### config.mk
export PLATFORM = sky130hd
export DESIGN_NAME = w_backward_combiner_flat
export DESIGN_NICKNAME = d
export VERILOG_FILES = /design/src/rtl/w_backward_combiner_if.sv /design/src/rtl/w_backward_combiner.sv /design/src/flat_wrapper.sv
export SDC_FILE = /design/constraint.sdc
export NUM_CORES = 1
export LEC_CHECK = 0
export BUFFER_PORTS_ARGS = -buffer_cell sky130_fd_sc_hd__buf_2
export CAP_MARGIN = 5
export CELL_PAD_IN_SITES_DETAIL_PLACEMENT = 1
export CELL_PAD_IN_SITES_GLOBAL_PLACEMENT = 1
export CORE_MARGIN = 1
export CORE_UTILIZATION = 40
export CTS_BUF_LIST = sky130_fd_sc_hd__clkbuf_8 sky130_fd_sc_hd__clkbuf_16
export CTS_CLUSTER_DIAMETER = 100
export DETAILED_ROUTE_END_ITERATION = 8
export PLACE_DENSITY_LB_ADDON = 0.1
export SLEW_MARGIN = 20
export SYNTH_ARGS = -nofsm -noshare
export SYNTH_HDL_FRONTEND = slang
export SYNTH_SLANG_ARGS = --single-unit
### constraint.sdc
create_clock -name ACLK -period 2.3 [get_ports ACLK]
set_input_delay 0.23 -clock ACLK [delete_from_list [all_inputs] [get_ports ACLK]]
set_output_delay 0.23 -clock ACLK [all_outputs]
set_load 0.01 [all_outputs]
### src/rtl/w_backward_combiner_if.sv
// B-channel packer link bundle: slave B beat in, packed beat out, error counter.
// The "slave" modport is the combiner's view; "master" is the surrounding logic.
interface w_backward_combiner_if #(
    parameter int ID_WIDTH   = 8,
    parameter int USER_WIDTH = 4,
    parameter int CNT_WIDTH  = 16
);
    localparam int DW = ID_WIDTH + 2 + USER_WIDTH;

    logic [ID_WIDTH-1:0]   BID;
    logic [1:0]            BRESP;
    logic [USER_WIDTH-1:0] BUSER;
    logic                  BVALID;
    logic                  BREADY;
    logic [DW-1:0]         DATA;
    logic                  VALID;
    logic                  READY;
    logic                  ERR_CLR;
    logic [CNT_WIDTH-1:0]  ERR_CNT;

    modport slave (
        input  BID, BRESP, BUSER, BVALID, READY, ERR_CLR,
        output BREADY, DATA, VALID, ERR_CNT
    );

    modport master (
        output BID, BRESP, BUSER, BVALID, READY, ERR_CLR,
        input  BREADY, DATA, VALID, ERR_CNT
    );
endinterface

### src/rtl/w_backward_combiner.sv
// AXI4 B-channel packer: registered 2-entry skid buffer from the slave B beat
// onto a packed DATA/VALID/READY link, plus a saturating error-response counter.
module w_backward_combiner #(
    parameter int ID_WIDTH   = 8,
    parameter int USER_WIDTH = 4,
    parameter int CNT_WIDTH  = 16
) (
    input  logic                  ACLK,
    input  logic                  ARESETn,
    w_backward_combiner_if.slave  bus
);
    localparam int DW = ID_WIDTH + 2 + USER_WIDTH;

    localparam logic [1:0] ST_EMPTY = 2'd0;
    localparam logic [1:0] ST_ONE   = 2'd1;
    localparam logic [1:0] ST_FULL  = 2'd2;

    logic [1:0]           state_q, state_d;
    logic [DW-1:0]        main_q, main_d;
    logic [DW-1:0]        skid_q, skid_d;
    logic                 bready_q, bready_d;
    logic                 valid_q, valid_d;
    logic [CNT_WIDTH-1:0] err_cnt_q, err_cnt_d;

    logic [DW-1:0] beat;
    logic          s_xfer;
    logic          l_xfer;

    assign beat   = {bus.BID, bus.BRESP, bus.BUSER};
    assign s_xfer = bus.BVALID & bready_q;
    assign l_xfer = valid_q & bus.READY;

    // Skid-buffer next state; main always holds the oldest beat, skid the overflow.
    always_comb begin
        state_d = state_q;
        main_d  = main_q;
        skid_d  = skid_q;
        case (state_q)
            ST_EMPTY: begin
                if (s_xfer) begin
                    main_d  = beat;
                    state_d = ST_ONE;
                end
            end
            ST_ONE: begin
                if (s_xfer && l_xfer) begin
                    main_d = beat;
                end else if (s_xfer) begin
                    skid_d  = beat;
                    state_d = ST_FULL;
                end else if (l_xfer) begin
                    state_d = ST_EMPTY;
                end
            end
            ST_FULL: begin
                if (l_xfer) begin
                    main_d  = skid_q;
                    state_d = ST_ONE;
                end
            end
            default: state_d = ST_EMPTY;
        endcase
    end

    // Handshake outputs are flopped from the next state so neither side sees a comb path.
    always_comb begin
        bready_d = (state_d != ST_FULL);
        valid_d  = (state_d != ST_EMPTY);
    end

    // Error counter: clear wins over increment, increment stops at all-ones.
    always_comb begin
        err_cnt_d = err_cnt_q;
        if (bus.ERR_CLR) begin
            err_cnt_d = '0;
        end else if (s_xfer && bus.BRESP[1] && (err_cnt_q != {CNT_WIDTH{1'b1}})) begin
            err_cnt_d = err_cnt_q + 1'b1;
        end
    end

    // State registers with asynchronous reset; reset drops any buffered beats.
    always_ff @(posedge ACLK or negedge ARESETn) begin
        if (!ARESETn) begin
            state_q   <= ST_EMPTY;
            main_q    <= '0;
            skid_q    <= '0;
            bready_q  <= 1'b0;
            valid_q   <= 1'b0;
            err_cnt_q <= '0;
        end else begin
            state_q   <= state_d;
            main_q    <= main_d;
            skid_q    <= skid_d;
            bready_q  <= bready_d;
            valid_q   <= valid_d;
            err_cnt_q <= err_cnt_d;
        end
    end

    assign bus.BREADY  = bready_q;
    assign bus.VALID   = valid_q;
    assign bus.DATA    = main_q;
    assign bus.ERR_CNT = err_cnt_q;
endmodule

### src/flat_wrapper.sv
// flat-port wrapper written by rule: the top's interface ports become plain ports
module w_backward_combiner_flat 
#(
    parameter int ID_WIDTH   = 8,
    parameter int USER_WIDTH = 4,
    parameter int CNT_WIDTH  = 16
)
  (ACLK, ARESETn, bus_BID, bus_BRESP, bus_BUSER, bus_BVALID, bus_READY, bus_ERR_CLR, bus_BREADY, bus_DATA, bus_VALID, bus_ERR_CNT);
  w_backward_combiner_if #(.ID_WIDTH(ID_WIDTH), .USER_WIDTH(USER_WIDTH), .CNT_WIDTH(CNT_WIDTH)) bus_i ();
  input  logic ACLK;
  input  logic ARESETn;
  input wire logic [$bits(bus_i.BID)-1:0] bus_BID;
  input wire logic [$bits(bus_i.BRESP)-1:0] bus_BRESP;
  input wire logic [$bits(bus_i.BUSER)-1:0] bus_BUSER;
  input wire logic [$bits(bus_i.BVALID)-1:0] bus_BVALID;
  input wire logic [$bits(bus_i.READY)-1:0] bus_READY;
  input wire logic [$bits(bus_i.ERR_CLR)-1:0] bus_ERR_CLR;
  output wire logic [$bits(bus_i.BREADY)-1:0] bus_BREADY;
  output wire logic [$bits(bus_i.DATA)-1:0] bus_DATA;
  output wire logic [$bits(bus_i.VALID)-1:0] bus_VALID;
  output wire logic [$bits(bus_i.ERR_CNT)-1:0] bus_ERR_CNT;
  assign bus_i.BID = bus_BID;
  assign bus_i.BRESP = bus_BRESP;
  assign bus_i.BUSER = bus_BUSER;
  assign bus_i.BVALID = bus_BVALID;
  assign bus_i.READY = bus_READY;
  assign bus_i.ERR_CLR = bus_ERR_CLR;
  assign bus_BREADY = bus_i.BREADY;
  assign bus_DATA = bus_i.DATA;
  assign bus_VALID = bus_i.VALID;
  assign bus_ERR_CNT = bus_i.ERR_CNT;
  w_backward_combiner #(.ID_WIDTH(ID_WIDTH), .USER_WIDTH(USER_WIDTH), .CNT_WIDTH(CNT_WIDTH)) u_core (.ACLK(ACLK), .ARESETn(ARESETn), .bus(bus_i));
endmodule
==> results of run 1 <==
==> kinds of logic after synthesis <==
| logic type | count (synthesis) | share of synthesized area [%] |
|---|---|---|
| AOI/OAI and AO/OA | 32 | 8.40 |
| adders and majority gates | 1 | 0.531 |
| buffers and inverters | 12 | 3.03 |
| DFF | 48 | 51.0 |
| muxes | 44 | 21.0 |
| and+or+nand+nor | 59 | 16.0 |
==> metrics by stage <==
stage	utilization (%)	total power, uW
5_1_grt	50.3	3180
3_5_place_dp	48.1	2370
4_1_cts	50.3	3010
6_report	50.3	2950
3_3_place_gp	48.1	2320
2_1_floorplan	-	2020
==> sequential cells by signal (all words and copies together) (netlist names) <==
register            cells
u_core.state_q          2
u_core.bus.DATA        14
u_core.bus.ERR_CNT     16
u_core.skid_q          14
u_core.bus.VALID        1
u_core.bus.BREADY       1
==> final cells by class <==
| class | count | area, sq um | area share, % |
|---|---|---|---|
| Multi-Input combinational cell | 136 | 1080 | 38.6 |
| Sequential cell | 48 | 1200 | 42.8 |
| Tap cell | 72 | 90.1 | 3.21 |
| Inverter | 3 | 11.3 | 0.401 |
| Timing Repair Buffer | 57 | 305 | 10.9 |
| Clock inverter | 3 | 46.3 | 1.65 |
| Clock buffer | 5 | 68.8 | 2.45 |
==> synth_stat cells <==
cell and n:
mux2_2 32, and2_1 1, nand2b_1 1, clkbuf_1 2
a22o_1 1, buf_2 3, o21ba_2 1, or2_2 1
inv_1 3, nand4_1 6, nand4_4 1, a21oi_1 13
a31oi_2 1, buf_1 1, a211oi_1 1, o21ai_0 8
buf_6 3, nor4bb_4 1, nor3_1 2, and3b_1 1
or3_1 8, or3b_2 1, nor4_1 2, or4_1 3
dfrtp_1 48, nand2_1 9, nor3b_1 1, o21a_1 1
nor2_1 5, mux2_1 12, nor2b_1 1, and4_1 4
nand3_1 7, o21ba_1 1, and3_1 4, ha_1 1
o211ai_1 1, o31ai_1 3, a31oi_1 1
==> worst paths after layout <==
kind	start	endpoint	depth (start not counted)	slack, ns
max in group asynchronous	ARESETn	u_core.skid_q[6]	3	1.39
min in group asynchronous	ARESETn	u_core.state_q[0]	2	0.33
setup / recovery	u_core.bus.ERR_CNT[0]	u_core.bus.ERR_CNT[7]	6	0.21
hold reg to reg	u_core.bus.DATA[11]	u_core.bus.DATA[11]	1	0.50
setup reg to reg	u_core.bus.ERR_CNT[0]	u_core.bus.ERR_CNT[7]	6	0.21
hold / removal	bus_BID[1]	u_core.skid_q[7]	2	0.17
==> per-layer routing <==
metal | GRT usage, % | up-vias | wire length (um)
li1 | - | 837 | -
met2 | 35.8 | 31 | 2690
met5 | 0 | - | 0
met1 | 23.8 | 847 | 2300
met3 | 4.71 | 7 | 215
met4 | 5.93 | 0 | 61
==> placed cells by master, fill, tap and decap left out, drive strengths merged, types with 2 or more instances in the layout <==
| cell | netlist | layout |
|---|---|---|
| buf | 7 | 56 |
| dfrtp | 48 | 48 |
| mux2 | 44 | 44 |
| a21oi | 13 | 13 |
| nand2 | 9 | 9 |
| o21ai | 8 | 8 |
| or3 | 8 | 8 |
| nand3 | 7 | 7 |
| nand4 | 7 | 7 |
| nor2 | 5 | 5 |
| clkbuf | 2 | 5 |
| and3 | 4 | 4 |
| and4 | 4 | 4 |
| inv | 3 | 4 |
| o31ai | 3 | 3 |
| or4 | 3 | 3 |
| nor3 | 2 | 2 |
| nor4 | 2 | 2 |
| o21ba | 2 | 2 |
| a31oi | 2 | 2 |
==> power by group <==
group / leakage [uW] / internal, uW / total (uW) / switching [uW]
logic: 0.000644 / 564 / 1020 / 453
registers: 0.000600 / 1140 / 1310 / 169
clock network: 0.0000548 / 328 / 625 / 298
==> out/metrics.cfg, run 1 <==
[layout]
fin_area_sq_um=2810
nFillCells=625
diodes=0
nets=271
fin_cells=324
area.growth.synth_to_final_pct=19.1
drive_gt1_share_pct=40.5

[global_routing]
grt_max_degree=23
antenna_found_initial=0
grt_pass1_vias=2025
grt_pass1_wl_um=9730
track_usage_pct=20.1
grt_overflow=0

[sta]
final.setup.tns_ns=0
fin_crit_sh_pct=90.9
worst_hold_slack_ns=0.169
rsz0062_at_grt=false
setup_viol=0
slew_headroom_pct=69.8
maxSlewViolCount=0
hold_viol=0
period_minus_slack_ns=2.09
fmax_mhz=478
worst_slack_ns=0.210
worstMarginPinSlew_ns=0.449
fin_skew_ns=0.00496

[power]
power.density_nw_per_um2=1050
p_leak_uw=0.00130
peakVddDrop_mv=0.503

[setup_path]
cp-end-kind=flop
worst_setup_path_start_kind=flop
crit_family=simple AND/OR/NAND/NOR gates
critical_path.max_stage_delay_ns=0.51
cp_max_fo=11
slowest_stage=or4_1
cp.required_ns=2.54
worst-path-buf-inv=1
cp_cell_sequence=ha_1 -> and4_1 -> nor4bb_4 -> buf_4 -> or4_1 -> a21oi_1
crit_type=flop to flop
arrival_ns=2.33

[synth]
seq_area_frac_synth_pct=51.0
syn_avg_cell_area_sq_um=12.0
yosys-top-cells-area=dfrtp_1 51%, mux2_2 15%, mux2_1 5.7%
synth_area_sq_um=2350
synth_seq_cells=48
yosysTopAreaCellShare_pct=51.0
yosys_warnings=0
syn_nets=216
syn_inst=196
yosys.area.top_type=dfrtp_1
synth_cell_types=39

[cts]
clkTransAtPathRegs_ns=0.09
clkLatencyLatePin_ns=0.30
h-tree-depth=2
cts_tree=yes
cts_resized=0
clock_sinks=48
cts_hold_buf=1
cts_inserted_buffers=5
post-cts-setup-buffer-count=0
clockBufferDepth=2
root_buffer=clkbuf_8

[die]
dieWidth_um=78.7
dieArea_sq_um=6200
core_sq_um=5570
initial_core_util_pct=42.2
pin_count=51
rows=27
fp.dieH_um=78.7

[place]
place_congestion=0.744
dp_cells=315
io_buffers=50
post-place-ws_ns=0.227
placed_cell_area_sq_um=2680
hpwl_um=3830

[detailed_routing]
drt_iter0_drc=82
wl_per_cell_um=16.3
drc_errors=0
drt-pass1-iter-count=3
ant_nets=0
viasPerCell=5.31
vias=1722
wl_um=5270

[min_path]
min_path_type=primary input to flop

[run]
drv_cap=0

[status]
outcome=completed

No activity file was read; power rests on OpenSTA's default activity.
==> run 2: changes to the inputs <==
Settings changed: ABC_AREA from default to 1, CORE_UTILIZATION 40 to 39, SKIP_LAST_GASP from default to 1.
==> out/metrics.cfg, run 2 <==
[status]
outcome=completed

[cts]
post-cts-setup-buffer-count=0  ; unchanged
root_buffer=clkbuf_8
clkLatencyLatePin_ns=0.31  ; about the same
cts_tree=yes
cts_resized=0  ; unchanged
clockBufferDepth=2  ; unchanged
clock_sinks=48  ; unchanged
cts_inserted_buffers=5  ; unchanged
clkTransAtPathRegs_ns=0.10  ; about the same
h-tree-depth=2  ; unchanged
cts_hold_buf=0  ; -1

[synth]
syn_inst=308  ; +57%
synth_common_cells=104 x nand2_1, 48 x dfrtp_1, 39 x nor2_1
synth_seq_cells=48  ; unchanged
yosysMostFrequentCell=nand2_1
syn_avg_cell_area_sq_um=7.77  ; -35%
yosys.area.top_type=dfrtp_1
yosys_warnings=0  ; unchanged
synth-main-ff-cell=dfrtp_1
synth-edff-count=0  ; unchanged
yosysTopAreaCellShare_pct=50.2  ; -0.80 points
synth_cell_types=23  ; -41%
syn_nets=328  ; +52%
yosys-top-cells-area=dfrtp_1 50%, nand2_1 16%, nor2_1 6.1%
async_reset_ff_share_pct=100  ; unchanged
synth_area_sq_um=2390  ; +1.6%
seq_area_frac_synth_pct=50.2  ; -0.80 points

[setup_path]
worst_setup_path_start_kind=flop
regToRegEndpoint=u_core.bus.ERR_CNT[12]
cp.required_ns=2.50  ; -0.04 ns
reg2reg_slack_ns=0.51  ; +0.30 ns
r2r_start=u_core.bus.ERR_CNT[0]
arrival_ns=2.00  ; -0.33 ns
cp-end-kind=flop
cp_max_fo=16  ; +5
r2r_cells=9  ; +3
crit_type=flop to flop

[sta]
worst_hold_slack_ns=0.000664  ; -0.169 ns
rsz0062_at_grt=false
fin_skew_ns=0.00866  ; +0.00371 ns
hold_viol=0  ; unchanged
slew_headroom_pct=59.1  ; -11 points
maxSlewViolCount=0  ; unchanged
setup_viol=0  ; unchanged
fmax_mhz=558  ; +17%
fin_crit_sh_pct=77.9  ; -13 points
final.setup.tns_ns=0  ; unchanged
worstMarginPinSlew_ns=0.614  ; +0.165 ns
period_minus_slack_ns=1.79  ; -0.298 ns

[global_routing]
grt_pass1_wl_um=10600  ; +8.6%
track_usage_pct=21.6  ; +1.6 points
grt_overflow=0  ; unchanged
grt_pass1_vias=2166  ; +7.0%
antenna_found_initial=0  ; unchanged
grt_max_degree=49  ; +110%

[place]
io_buffers=50  ; unchanged
place_congestion=0.774  ; +4.0%
hpwl_um=4280  ; +12%

[die]
dieWidth_um=80.3  ; +2.0%
initial_core_util_pct=40.4  ; -1.8 points
rows=28  ; +3.7%
core_sq_um=5920  ; +6.2%
pin_count=51  ; unchanged
fp.dieH_um=80.3  ; +2.0%
dieArea_sq_um=6450  ; +4.1%

[power]
p_leak_uw=0.00147  ; +13%
peakVddDrop_mv=0.536  ; +6.5%
power.density_nw_per_um2=1020  ; -2.9%

[layout]
nFillCells=773  ; +24%
nets=378  ; +39%
drive_gt1_share_pct=19.2  ; -21 points
area.growth.synth_to_final_pct=18.3
final_common_cell=nand2_1
diodes=0  ; unchanged
mostFrequentLayoutCells=104 x nand2_1, 50 x buf_2, 48 x dfrtp_1
largest_register_ffs=16  ; unchanged

[detailed_routing]
drt-pass1-iter-count=4  ; +1
wl_um=6110  ; +16%
drt_iter0_drc=124  ; +51%
ant_nets=0  ; unchanged
vias=2137  ; +24%
drc_errors=0  ; unchanged
wl_per_cell_um=14.1  ; -13%
viasPerCell=4.92  ; -7.4%

[run]
drv_cap=0  ; unchanged

[min_path]
min_path_type=primary input to async pin

run 2: worst max path at each step:
| stage | startpoint | to | slack (ns) | depth (start not counted) |
|---|---|---|---|---|
| finish | u_core.bus.ERR_CNT[0] | u_core.bus.ERR_CNT[12] | 0.51 | 9 |
| floorplan | u_core.bus.ERR_CNT[0] | u_core.bus.ERR_CNT[12] | 0.71 | 9 |
| global placement | u_core.bus.ERR_CNT[0] | u_core.bus.ERR_CNT[9] | 0.58 | 9 |
| detailed placement | u_core.bus.ERR_CNT[0] | u_core.bus.ERR_CNT[12] | 0.50 | 9 |
| CTS | u_core.bus.ERR_CNT[0] | u_core.bus.ERR_CNT[12] | 0.49 | 9 |
| global route | u_core.bus.ERR_CNT[0] | u_core.bus.ERR_CNT[2] | 0.32 | 9 |
run 2: per-stage QoR:
step	area (sq um)	instances	setup WS (ns)	utilization [%]	total power (uW)
2_1_floorplan	2390	308	0.709	-	1920
3_3_place_gp	2710	426	0.584	45.8	2210
3_5_place_dp	2710	426	0.504	45.8	2280
4_1_cts	2830	434	0.487	47.8	2950
5_1_grt	2830	434	0.320	47.8	3130
6_report	2830	434	0.508	47.8	2890
run 2: final cells by class:
cell class                      instances  area, sq um  share of cell area [%]
Multi-Input combinational cell        218         1020                    36.1
Tap cell                               75         93.8                    3.32
Sequential cell                        48         1200                    42.4
Clock inverter                          2         38.8                    1.37
Timing Repair Buffer                   53          273                    9.64
Clock buffer                            6         82.6                    2.92
Inverter                               32          120                    4.24
run 2: kinds of logic after synthesis:
logic type	count (synthesis)	share of synthesized area, %
xor gates and xnor gates	5	1.83
DFF	48	50.2
and+or+nand+nor	180	32.7
adders and majority gates	1	0.523
AOI/OAI and AO/OA	32	7.64
buffers and inverters	42	7.11
run 2: metal layers:
layer	GRT usage, %	share of wire (%)	vias to the layer above
met5	0	0	-
met4	6.07	1.1	0
met2	35.0	47	34
met1	29.3	49	1014
met3	4.32	3.4	6
li1	-	-	1083
run 2: power breakdown:
group          internal (uW)  switching, uW
Combinational            345            614
Clock                    356            305
Sequential              1120            149
run 2: critical path, stage by stage, from the launching register on:
cell	delay [ns]
dfrtp_1	0.44
ha_1	0.28
nand3_2	0.13
inv_2	0.06
nand2_1	0.07
nor2_2	0.05
nor2_4	0.38
nor2_8	0.12
nand2_1	0.08
nand2_1	0.06
